$ cat src/rtl/cordic_pkg.sv
// Shared constants, tag type and arctangent table for the sine/cosine CORDIC
// wrapper and core.
package cordic_pkg;

  localparam int CORDIC_WIDTH   = 16;
  localparam int CORDIC_LATENCY = 16;

  // CORDIC gain 0.60725 in Q1.14, preloaded into the core x start value.
  localparam logic [15:0] GAIN_INIT_Q14 = 16'h26DD;

  // Angle encoding: full circle = 2^16, so 0x4000 is 90 degrees.
  localparam logic [15:0] ANGLE_90  = 16'h4000;
  localparam logic [15:0] ANGLE_180 = 16'h8000;

  // Extra fraction bits carried inside the core on x, y and residual angle.
  localparam int CORDIC_GUARD  = 4;
  // Width of one arctangent table entry (largest entry is 2^17).
  localparam int CORDIC_ATAN_W = 18;

  // Tag travelling alongside the core pipeline.
  typedef struct packed {
    logic valid;
    logic fold;
  } cordic_tag_t;

  localparam int CORDIC_TAG_W = $bits(cordic_tag_t);

  // atan(2^-idx) in units of 2^20 per full circle (angle LSB scaled by
  // 2^CORDIC_GUARD), rounded to nearest.
  function automatic logic [CORDIC_ATAN_W-1:0] cordic_atan(input int unsigned idx);
    logic [CORDIC_ATAN_W-1:0] val;
    case (idx)
      32'd0:   val = 18'd131072;
      32'd1:   val = 18'd77376;
      32'd2:   val = 18'd40884;
      32'd3:   val = 18'd20753;
      32'd4:   val = 18'd10417;
      32'd5:   val = 18'd5213;
      32'd6:   val = 18'd2607;
      32'd7:   val = 18'd1304;
      32'd8:   val = 18'd652;
      32'd9:   val = 18'd326;
      32'd10:  val = 18'd163;
      32'd11:  val = 18'd81;
      32'd12:  val = 18'd41;
      32'd13:  val = 18'd20;
      32'd14:  val = 18'd10;
      32'd15:  val = 18'd5;
      default: val = 18'd0;
    endcase
    return val;
  endfunction

endpackage

$ cat src/rtl/cordic_quadrant_wrap_if.sv
// Signal bundle between the angle source / result consumer, the quadrant
// wrapper and the pipelined CORDIC core.
interface cordic_quadrant_wrap_if #(
  parameter int WIDTH = 16
);

  // Upstream angle stream.
  logic             in_valid;
  logic [WIDTH-1:0] in_angle;

  // Wrapper to core start vector.
  logic [WIDTH-1:0] core_x_start;
  logic [WIDTH-1:0] core_y_start;
  logic [WIDTH-1:0] core_angle;

  // Core results (y = sine, x = cosine).
  logic [WIDTH-1:0] core_sine;
  logic [WIDTH-1:0] core_cosine;

  // Downstream result stream.
  logic             out_valid;
  logic [WIDTH-1:0] out_sine;
  logic [WIDTH-1:0] out_cosine;

  // Angle producer / result consumer.
  modport master (
    output in_valid, in_angle,
    input  out_valid, out_sine, out_cosine
  );

  // Quadrant wrapper.
  modport slave (
    input  in_valid, in_angle,
    output core_x_start, core_y_start, core_angle,
    input  core_sine, core_cosine,
    output out_valid, out_sine, out_cosine
  );

  // Pipelined CORDIC core.
  modport core (
    input  core_x_start, core_y_start, core_angle,
    output core_sine, core_cosine
  );

endinterface

$ cat src/rtl/cordic_tag_delay.sv
// Fixed-depth shift register with asynchronous active-low clear; keeps a
// small tag aligned with a fixed-latency datapath.
module cordic_tag_delay #(
  parameter int DEPTH = 17,
  parameter int WIDTH = 2
) (
  input  logic             clock,
  input  logic             reset_n,
  input  logic [WIDTH-1:0] data_i,
  output logic [WIDTH-1:0] data_o
);

  logic [WIDTH-1:0] stage_d [DEPTH];
  logic [WIDTH-1:0] stage_q [DEPTH];

  // Next state: new tag enters stage 0, every other stage takes its predecessor.
  always_comb begin
    stage_d[0] = data_i;
    for (int i = 1; i < DEPTH; i++) begin
      stage_d[i] = stage_q[i-1];
    end
  end

  // Shift register; reset clears every stage so no stale tag can emerge.
  always_ff @(posedge clock or negedge reset_n) begin
    if (!reset_n) begin
      for (int i = 0; i < DEPTH; i++) begin
        stage_q[i] <= {WIDTH{1'b0}};
      end
    end else begin
      stage_q <= stage_d;
    end
  end

  assign data_o = stage_q[DEPTH-1];

endmodule

$ cat src/rtl/cordic_quadrant_wrap.sv
// Full-circle front/back end for the +/-90 degree CORDIC core: folds the
// input angle by 180 degrees when |angle| >= 90 degrees, carries a
// {valid, fold} tag alongside the core and negates the core result for
// folded samples.
module cordic_quadrant_wrap
  import cordic_pkg::*;
#(
  parameter int               WIDTH     = CORDIC_WIDTH,
  parameter int               LATENCY   = CORDIC_LATENCY,
  parameter logic [WIDTH-1:0] GAIN_INIT = GAIN_INIT_Q14
) (
  input logic                   clock,
  input logic                   reset_n,
  cordic_quadrant_wrap_if.slave bus
);

  localparam logic [WIDTH-1:0] ZERO      = {WIDTH{1'b0}};
  localparam logic [WIDTH-1:0] ONE       = {{(WIDTH-1){1'b0}}, 1'b1};
  localparam logic [WIDTH-1:0] SIGN_FLIP = {1'b1, {(WIDTH-1){1'b0}}};

  // Two's-complement negation, clamping the most negative code to the most
  // positive one instead of letting it wrap back onto itself.
  function automatic logic [WIDTH-1:0] sat_neg(input logic [WIDTH-1:0] v);
    logic [WIDTH-1:0] r;
    if (v == SIGN_FLIP) begin
      r = ~SIGN_FLIP;
    end else begin
      r = ~v + ONE;
    end
    return r;
  endfunction

  logic             fold_s;
  logic [WIDTH-1:0] folded_angle_s;

  cordic_tag_t                 tag_in_s;
  cordic_tag_t                 tag_out_s;
  logic [CORDIC_TAG_W-1:0]     tag_out_bits_s;

  logic [WIDTH-1:0] core_x_start_d, core_x_start_q;
  logic [WIDTH-1:0] core_y_start_d, core_y_start_q;
  logic [WIDTH-1:0] core_angle_d,   core_angle_q;
  logic             out_valid_d,    out_valid_q;
  logic [WIDTH-1:0] out_sine_d,     out_sine_q;
  logic [WIDTH-1:0] out_cosine_d,   out_cosine_q;

  // Quadrants 2 and 3 (top two bits differ) are rotated by 180 degrees into
  // the core's convergence range; flipping the MSB adds 180 degrees mod 360.
  always_comb begin
    fold_s = bus.in_angle[WIDTH-1] ^ bus.in_angle[WIDTH-2];
    if (fold_s) begin
      folded_angle_s = bus.in_angle ^ SIGN_FLIP;
    end else begin
      folded_angle_s = bus.in_angle;
    end
    tag_in_s.valid = bus.in_valid;
    tag_in_s.fold  = fold_s;
  end

  // Tag delay is one deeper than the core so it lines up with the core output
  // in the same cycle the output register samples it.
  cordic_tag_delay #(
    .DEPTH (LATENCY + 1),
    .WIDTH (CORDIC_TAG_W)
  ) u_tag_delay (
    .clock   (clock),
    .reset_n (reset_n),
    .data_i  (tag_in_s),
    .data_o  (tag_out_bits_s)
  );

  assign tag_out_s = cordic_tag_t'(tag_out_bits_s);

  // Next state for the core start vector and the sign-corrected result.
  always_comb begin
    core_x_start_d = GAIN_INIT;
    core_y_start_d = ZERO;
    if (bus.in_valid) begin
      core_angle_d = folded_angle_s;
    end else begin
      core_angle_d = core_angle_q;
    end

    out_valid_d = tag_out_s.valid;
    if (tag_out_s.fold) begin
      out_sine_d   = sat_neg(bus.core_sine);
      out_cosine_d = sat_neg(bus.core_cosine);
    end else begin
      out_sine_d   = bus.core_sine;
      out_cosine_d = bus.core_cosine;
    end
  end

  // Registers for the core start vector and the result; reset zeroes all.
  always_ff @(posedge clock or negedge reset_n) begin
    if (!reset_n) begin
      core_x_start_q <= ZERO;
      core_y_start_q <= ZERO;
      core_angle_q   <= ZERO;
      out_valid_q    <= 1'b0;
      out_sine_q     <= ZERO;
      out_cosine_q   <= ZERO;
    end else begin
      core_x_start_q <= core_x_start_d;
      core_y_start_q <= core_y_start_d;
      core_angle_q   <= core_angle_d;
      out_valid_q    <= out_valid_d;
      out_sine_q     <= out_sine_d;
      out_cosine_q   <= out_cosine_d;
    end
  end

  assign bus.core_x_start = core_x_start_q;
  assign bus.core_y_start = core_y_start_q;
  assign bus.core_angle   = core_angle_q;
  assign bus.out_valid    = out_valid_q;
  assign bus.out_sine     = out_sine_q;
  assign bus.out_cosine   = out_cosine_q;

endmodule

$ cat src/flat_wrapper.sv
// flat-port wrapper written by rule: the top's interface ports become plain ports
module cordic_quadrant_wrap_flat import cordic_pkg::*;
#(
  parameter int               WIDTH     = CORDIC_WIDTH,
  parameter int               LATENCY   = CORDIC_LATENCY,
  parameter logic [WIDTH-1:0] GAIN_INIT = GAIN_INIT_Q14
)
  (clock, reset_n, bus_in_valid, bus_in_angle, bus_core_x_start, bus_core_y_start, bus_core_angle, bus_core_sine, bus_core_cosine, bus_out_valid, bus_out_sine, bus_out_cosine);
  cordic_quadrant_wrap_if #(.WIDTH(WIDTH)) bus_i ();
  input logic clock;
  input logic reset_n;
  input wire logic [$bits(bus_i.in_valid)-1:0] bus_in_valid;
  input wire logic [$bits(bus_i.in_angle)-1:0] bus_in_angle;
  output wire logic [$bits(bus_i.core_x_start)-1:0] bus_core_x_start;
  output wire logic [$bits(bus_i.core_y_start)-1:0] bus_core_y_start;
  output wire logic [$bits(bus_i.core_angle)-1:0] bus_core_angle;
  input wire logic [$bits(bus_i.core_sine)-1:0] bus_core_sine;
  input wire logic [$bits(bus_i.core_cosine)-1:0] bus_core_cosine;
  output wire logic [$bits(bus_i.out_valid)-1:0] bus_out_valid;
  output wire logic [$bits(bus_i.out_sine)-1:0] bus_out_sine;
  output wire logic [$bits(bus_i.out_cosine)-1:0] bus_out_cosine;
  assign bus_i.in_valid = bus_in_valid;
  assign bus_i.in_angle = bus_in_angle;
  assign bus_core_x_start = bus_i.core_x_start;
  assign bus_core_y_start = bus_i.core_y_start;
  assign bus_core_angle = bus_i.core_angle;
  assign bus_i.core_sine = bus_core_sine;
  assign bus_i.core_cosine = bus_core_cosine;
  assign bus_out_valid = bus_i.out_valid;
  assign bus_out_sine = bus_i.out_sine;
  assign bus_out_cosine = bus_i.out_cosine;
  cordic_quadrant_wrap #(.WIDTH(WIDTH), .LATENCY(LATENCY), .GAIN_INIT(GAIN_INIT)) u_core (.clock(clock), .reset_n(reset_n), .bus(bus_i));
endmodule
$ cat config.mk
export PLATFORM = sky130hd
export DESIGN_NAME = cordic_quadrant_wrap_flat
export DESIGN_NICKNAME = d
export VERILOG_FILES = /design/src/rtl/cordic_pkg.sv /design/src/rtl/cordic_quadrant_wrap_if.sv /design/src/rtl/cordic_tag_delay.sv /design/src/rtl/cordic_quadrant_wrap.sv /design/src/flat_wrapper.sv
export SDC_FILE = /design/constraint.sdc
export NUM_CORES = 1
export LEC_CHECK = 0
export CAP_MARGIN = 20
export CORE_AREA = 2 2 91 93
export DETAILED_ROUTE_END_ITERATION = 16
export DIE_AREA = 0 0 93 95
export GPL_TIMING_DRIVEN = 0
export PLACE_DENSITY = 0.9
export SKIP_LAST_GASP = 1
export SYNTH_ARGS = -nofsm -noshare
export SYNTH_HDL_FRONTEND = slang
export SYNTH_SLANG_ARGS = --single-unit
$ cat constraint.sdc
create_clock -name clock -period 1.6 [get_ports clock]
set_clock_uncertainty 0.1 [all_clocks]
set_input_delay 0.24 -clock clock [delete_from_list [all_inputs] [get_ports clock]]
set_output_delay 0.24 -clock clock [all_outputs]
set_load 0.1 [all_outputs]
==> impl_metrics.ini <==
[outcome]
outcome = complete, but fails checks
violations = negative setup slack

[cts]
cts_root_buf = clkbuf_8
cts_tree = yes
clockBufferDepth = 2
clock_sinks = 84
clk_latency_ns = 0.34
h-tree-depth = 3
path_clk_slew_ns = 0.09
numCtsBuffers = 9

[synthesis]
synthMuxAreaShare_pct = 5.236
ys_ff_latch = 84
synth.avg_cell_area_sq_um = 12.43
synth_cell_type_count = 35
synthCells = 273
ys_warn_count = 0
synth_area_sq_um = 3393
synth.top_cell.area_share_pct = 61.95
synth_xor_xnor_area_share_pct = 5.937
synth-edff-count = 0
synthSimpleGateAreaFrac_pct = 9.882
synth_top_family_by_area = simple AND/OR/NAND/NOR gates
synth-main-ff-cell = dfrtp_1
yosysTopAreaCell = dfrtp_1
synth_seq_area_share_pct = 61.95
synth_fa_ha_area_share_pct = 0.7375
yosys-top-cells-area = dfrtp_1 62%, buf_4 6.9%, xor2_1 5.4%
synth_compound_area_share_pct = 6.895
synthArstFlopShare_pct = 100.0

[critical_path]
worst_setup_path_start_kind = primary input
critPathSlowestCell = or4_1
path_class = primary input to register
path_cells = buf_6 -> or4_4 -> buf_4 -> or4_1 -> a21oi_1 -> a31oi_1
cp_top_family = simple AND/OR/NAND/NOR gates
worst-path-buf-inv = 2
slowest_delay_ns = 0.54
endpoint_kind = register
required_ns = 1.71
critPathMaxFanout = 7
crit_arrival_ns = 1.82

[floorplan]
rows = 33
core_sq_um = 7928
num_io_pins = 132
initial_utilization_pct = 42.80
chipWidth_microns = 93
die_h_microns = 95
die_area_sq_um = 8835

[timing]
rsz0062_at_grt = true
post-route-min-period_ns = 1.713
tightest_slew_ns = 0.5508
final-hold-violation-count = 0
slew_headroom_pct = 63.45
slew_viol_final = 0
fin_setup_tns_ns = -0.1128
finalCritPeriodShare_pct = 107.1
timing.fmax_mhz = 583.8
fin_ws_ns = -0.1128
setup_viol = 1
holdWs_ns = 0.03034

[placement]
io_buffers = 108
dp_hpwl_microns = 5201
gp_congestion = 0.8543

[global_routing]
grt_pass1_wl_microns = 12110
antenna_found_initial = 0
grt_use_total_pct = 17.95
grt_overflow = 0
grt_pass1_vias = 2534
grt_max_degree = 71

[drt]
vias = 2593
drtAntennaViolNets = 0
post_drt_via_cell_ratio = 4.820
first_pass_iters = 4
drt_wl_total_microns = 8114
drt_iter0_drc = 87
routedWlPerCell_microns = 15.08
post-route-drc-count = 0

[final_layout]
layout.nets = 481
fillers = 610
area_growth_pct = 51.22
final_util_pct = 64.73
layout-drive-gt1-share_pct = 47.11
diodes = 0

[run]
max_cap_viol_count = 0

[pwr]
power.leakage_nw = 2.474
power.density_nw_per_um2 = 1221
irDropWorstVdd_mv = 0.7837

[min_path]
hp-class = primary input to register
synth_stat cells, types with 2 or more instances:
cell      count
dfrtp_1      84
buf_4        31
nand2_1      31
xor2_1       21
mux2_2       14
clkbuf_1     11
o21ai_0       8
o41ai_1       8
or4_1         7
inv_1         6
o31ai_1       6
or3_1         5
a21oi_1       4
nor2_1        4
nor2b_1       4
or2_2         3
buf_2         2
conb_1        2
ha_1          2
mux2i_1       2
o211ai_1      2
or3b_2        2
xnor2_1       2
placed cells by master, fill, tap and decap left out, types with 2 or more instances in the layout:
cell type,count
dfrtp_1,83
o21ai_0,8
mux2_2,14
inv_1,2
or2_2,3
dlygate4sd2_1,2
nor2b_1,4
clkbuf_2,6
clkbuf_4,4
o41ai_4,4
clkdlybuf4s15_2,14
or4_4,7
buf_2,35
conb_1,24
inv_2,2
clkdlybuf4s50_1,22
xor2_1,21
buf_4,55
o41ai_2,5
clkbuf_8,11
buf_6,6
mux2i_1,2
or3b_4,2
xnor2_1,2
or3_4,2
ha_4,2
or3_1,3
clkinv_2,3
o31ai_1,5
nor2_1,3
clkdlybuf4s15_1,5
o211ai_1,2
clkdlybuf4s18_2,14
a21oi_1,4
nand2_1,30
worst min-delay path, cell delays in order:
cell,delay [ns]
buf_6,0.08
xor2_1,0.06
nand2_1,0.05
cell families (layout without fill, tap and decap cells):
| kind of cell | count (synthesis) | count (layout) |
|---|---|---|
| adders and majority gates | 2 | 2 |
| AOI/OAI and AO/OA | 32 | 32 |
| xor gates and xnor gates | 23 | 23 |
| muxes | 16 | 16 |
| other | 2 | 24 |
| and+or+nand+nor | 63 | 63 |
| DFF | 84 | 84 |
| buffers and inverters | 51 | 189 |
repair_timing:
action	CTS	global route
resized for setup	326	65
hold buffers	1	0
setup endpoints to repair	99	57
pin swaps	15	8
cloned	1	0
buffers inserted	17	1
endpoints found under the hold margin	84	0
routing by layer:
metal  GRT usage [%]  vias to the layer above  share of wire (%)
met5               0                        -                  0
met4           7.475                        0                1.9
met3           4.549                       20                8.0
met2           31.46                      134                 52
met1           21.09                     1261                 38
li1                -                     1178                  -
final timing paths:
kind,cells after the start,endpoint,slack (ns),start
max reg2reg,5,u_core.bus.out_sine[8]$_DFF_PN0_,0.06,u_core.u_tag_delay.data_o[0]$_DFF_PN0_
max in group asynchronous,3,u_core.u_tag_delay.stage_d[18]$_DFF_PN0_,0.60,reset_n
min reg2reg,0,u_core.u_tag_delay.stage_d[15]$_DFF_PN0_,0.24,u_core.u_tag_delay.stage_d[17]$_DFF_PN0_
max,6,u_core.bus.out_sine[12]$_DFF_PN0_,-0.11,bus_core_sine[6]
min in group asynchronous,2,u_core.bus.out_sine[13]$_DFF_PN0_,0.20,reset_n
min,3,u_core.bus.out_sine[7]$_DFF_PN0_,0.03,bus_core_sine[7]
stage by stage:
step           cells  worst slack [ns]  power [mW]  cell area (sq um)
4_1_cts          537           -0.2138       6.300               5134
5_1_grt          538           -0.1378       6.508               5131
3_3_place_gp     508            -2.885       4.831               4821
2_1_floorplan    295           -0.2731       4.242               3608
3_5_place_dp     509           -0.8926       4.871               4846
6_report         538           -0.1128       6.266               5131
report_power, final:
| part | total, mW | switching (mW) | internal, mW |
|---|---|---|---|
| Clock | 1.48 | 0.721 | 0.757 |
| Combinational | 2.38 | 1.86 | 0.517 |
| Sequential | 2.41 | 0.0728 | 2.34 |
| Total | 6.27 | 2.65 | 3.61 |
flip-flops by register name (all words and copies together) (netlist names):
| signal | flops |
|---|---|
| u_core.u_tag_delay.stage_d | 32 |
| u_core.bus.core_angle | 16 |
| u_core.bus.out_cosine | 16 |
| u_core.bus.out_sine | 16 |
| u_core.u_tag_delay.data_o | 2 |
| u_core.bus.core_x_start | 1 |
| u_core.bus.out_valid | 1 |
cell type report:
class / count / area (sq um) / share of cell area, %
flip-flops and latches: 84 / 2103 / 40.99
multi-input cells: 160 / 1290 / 25.14
repair buffers: 129 / 1094 / 21.31
plain buffers: 38 / 279.0 / 5.438
clock buffers: 11 / 141.4 / 2.755
well taps: 105 / 131.4 / 2.560
clock inverters: 5 / 52.55 / 1.024
inverters: 6 / 40.04 / 0.7803
Power figures use the tool's default switching activity.
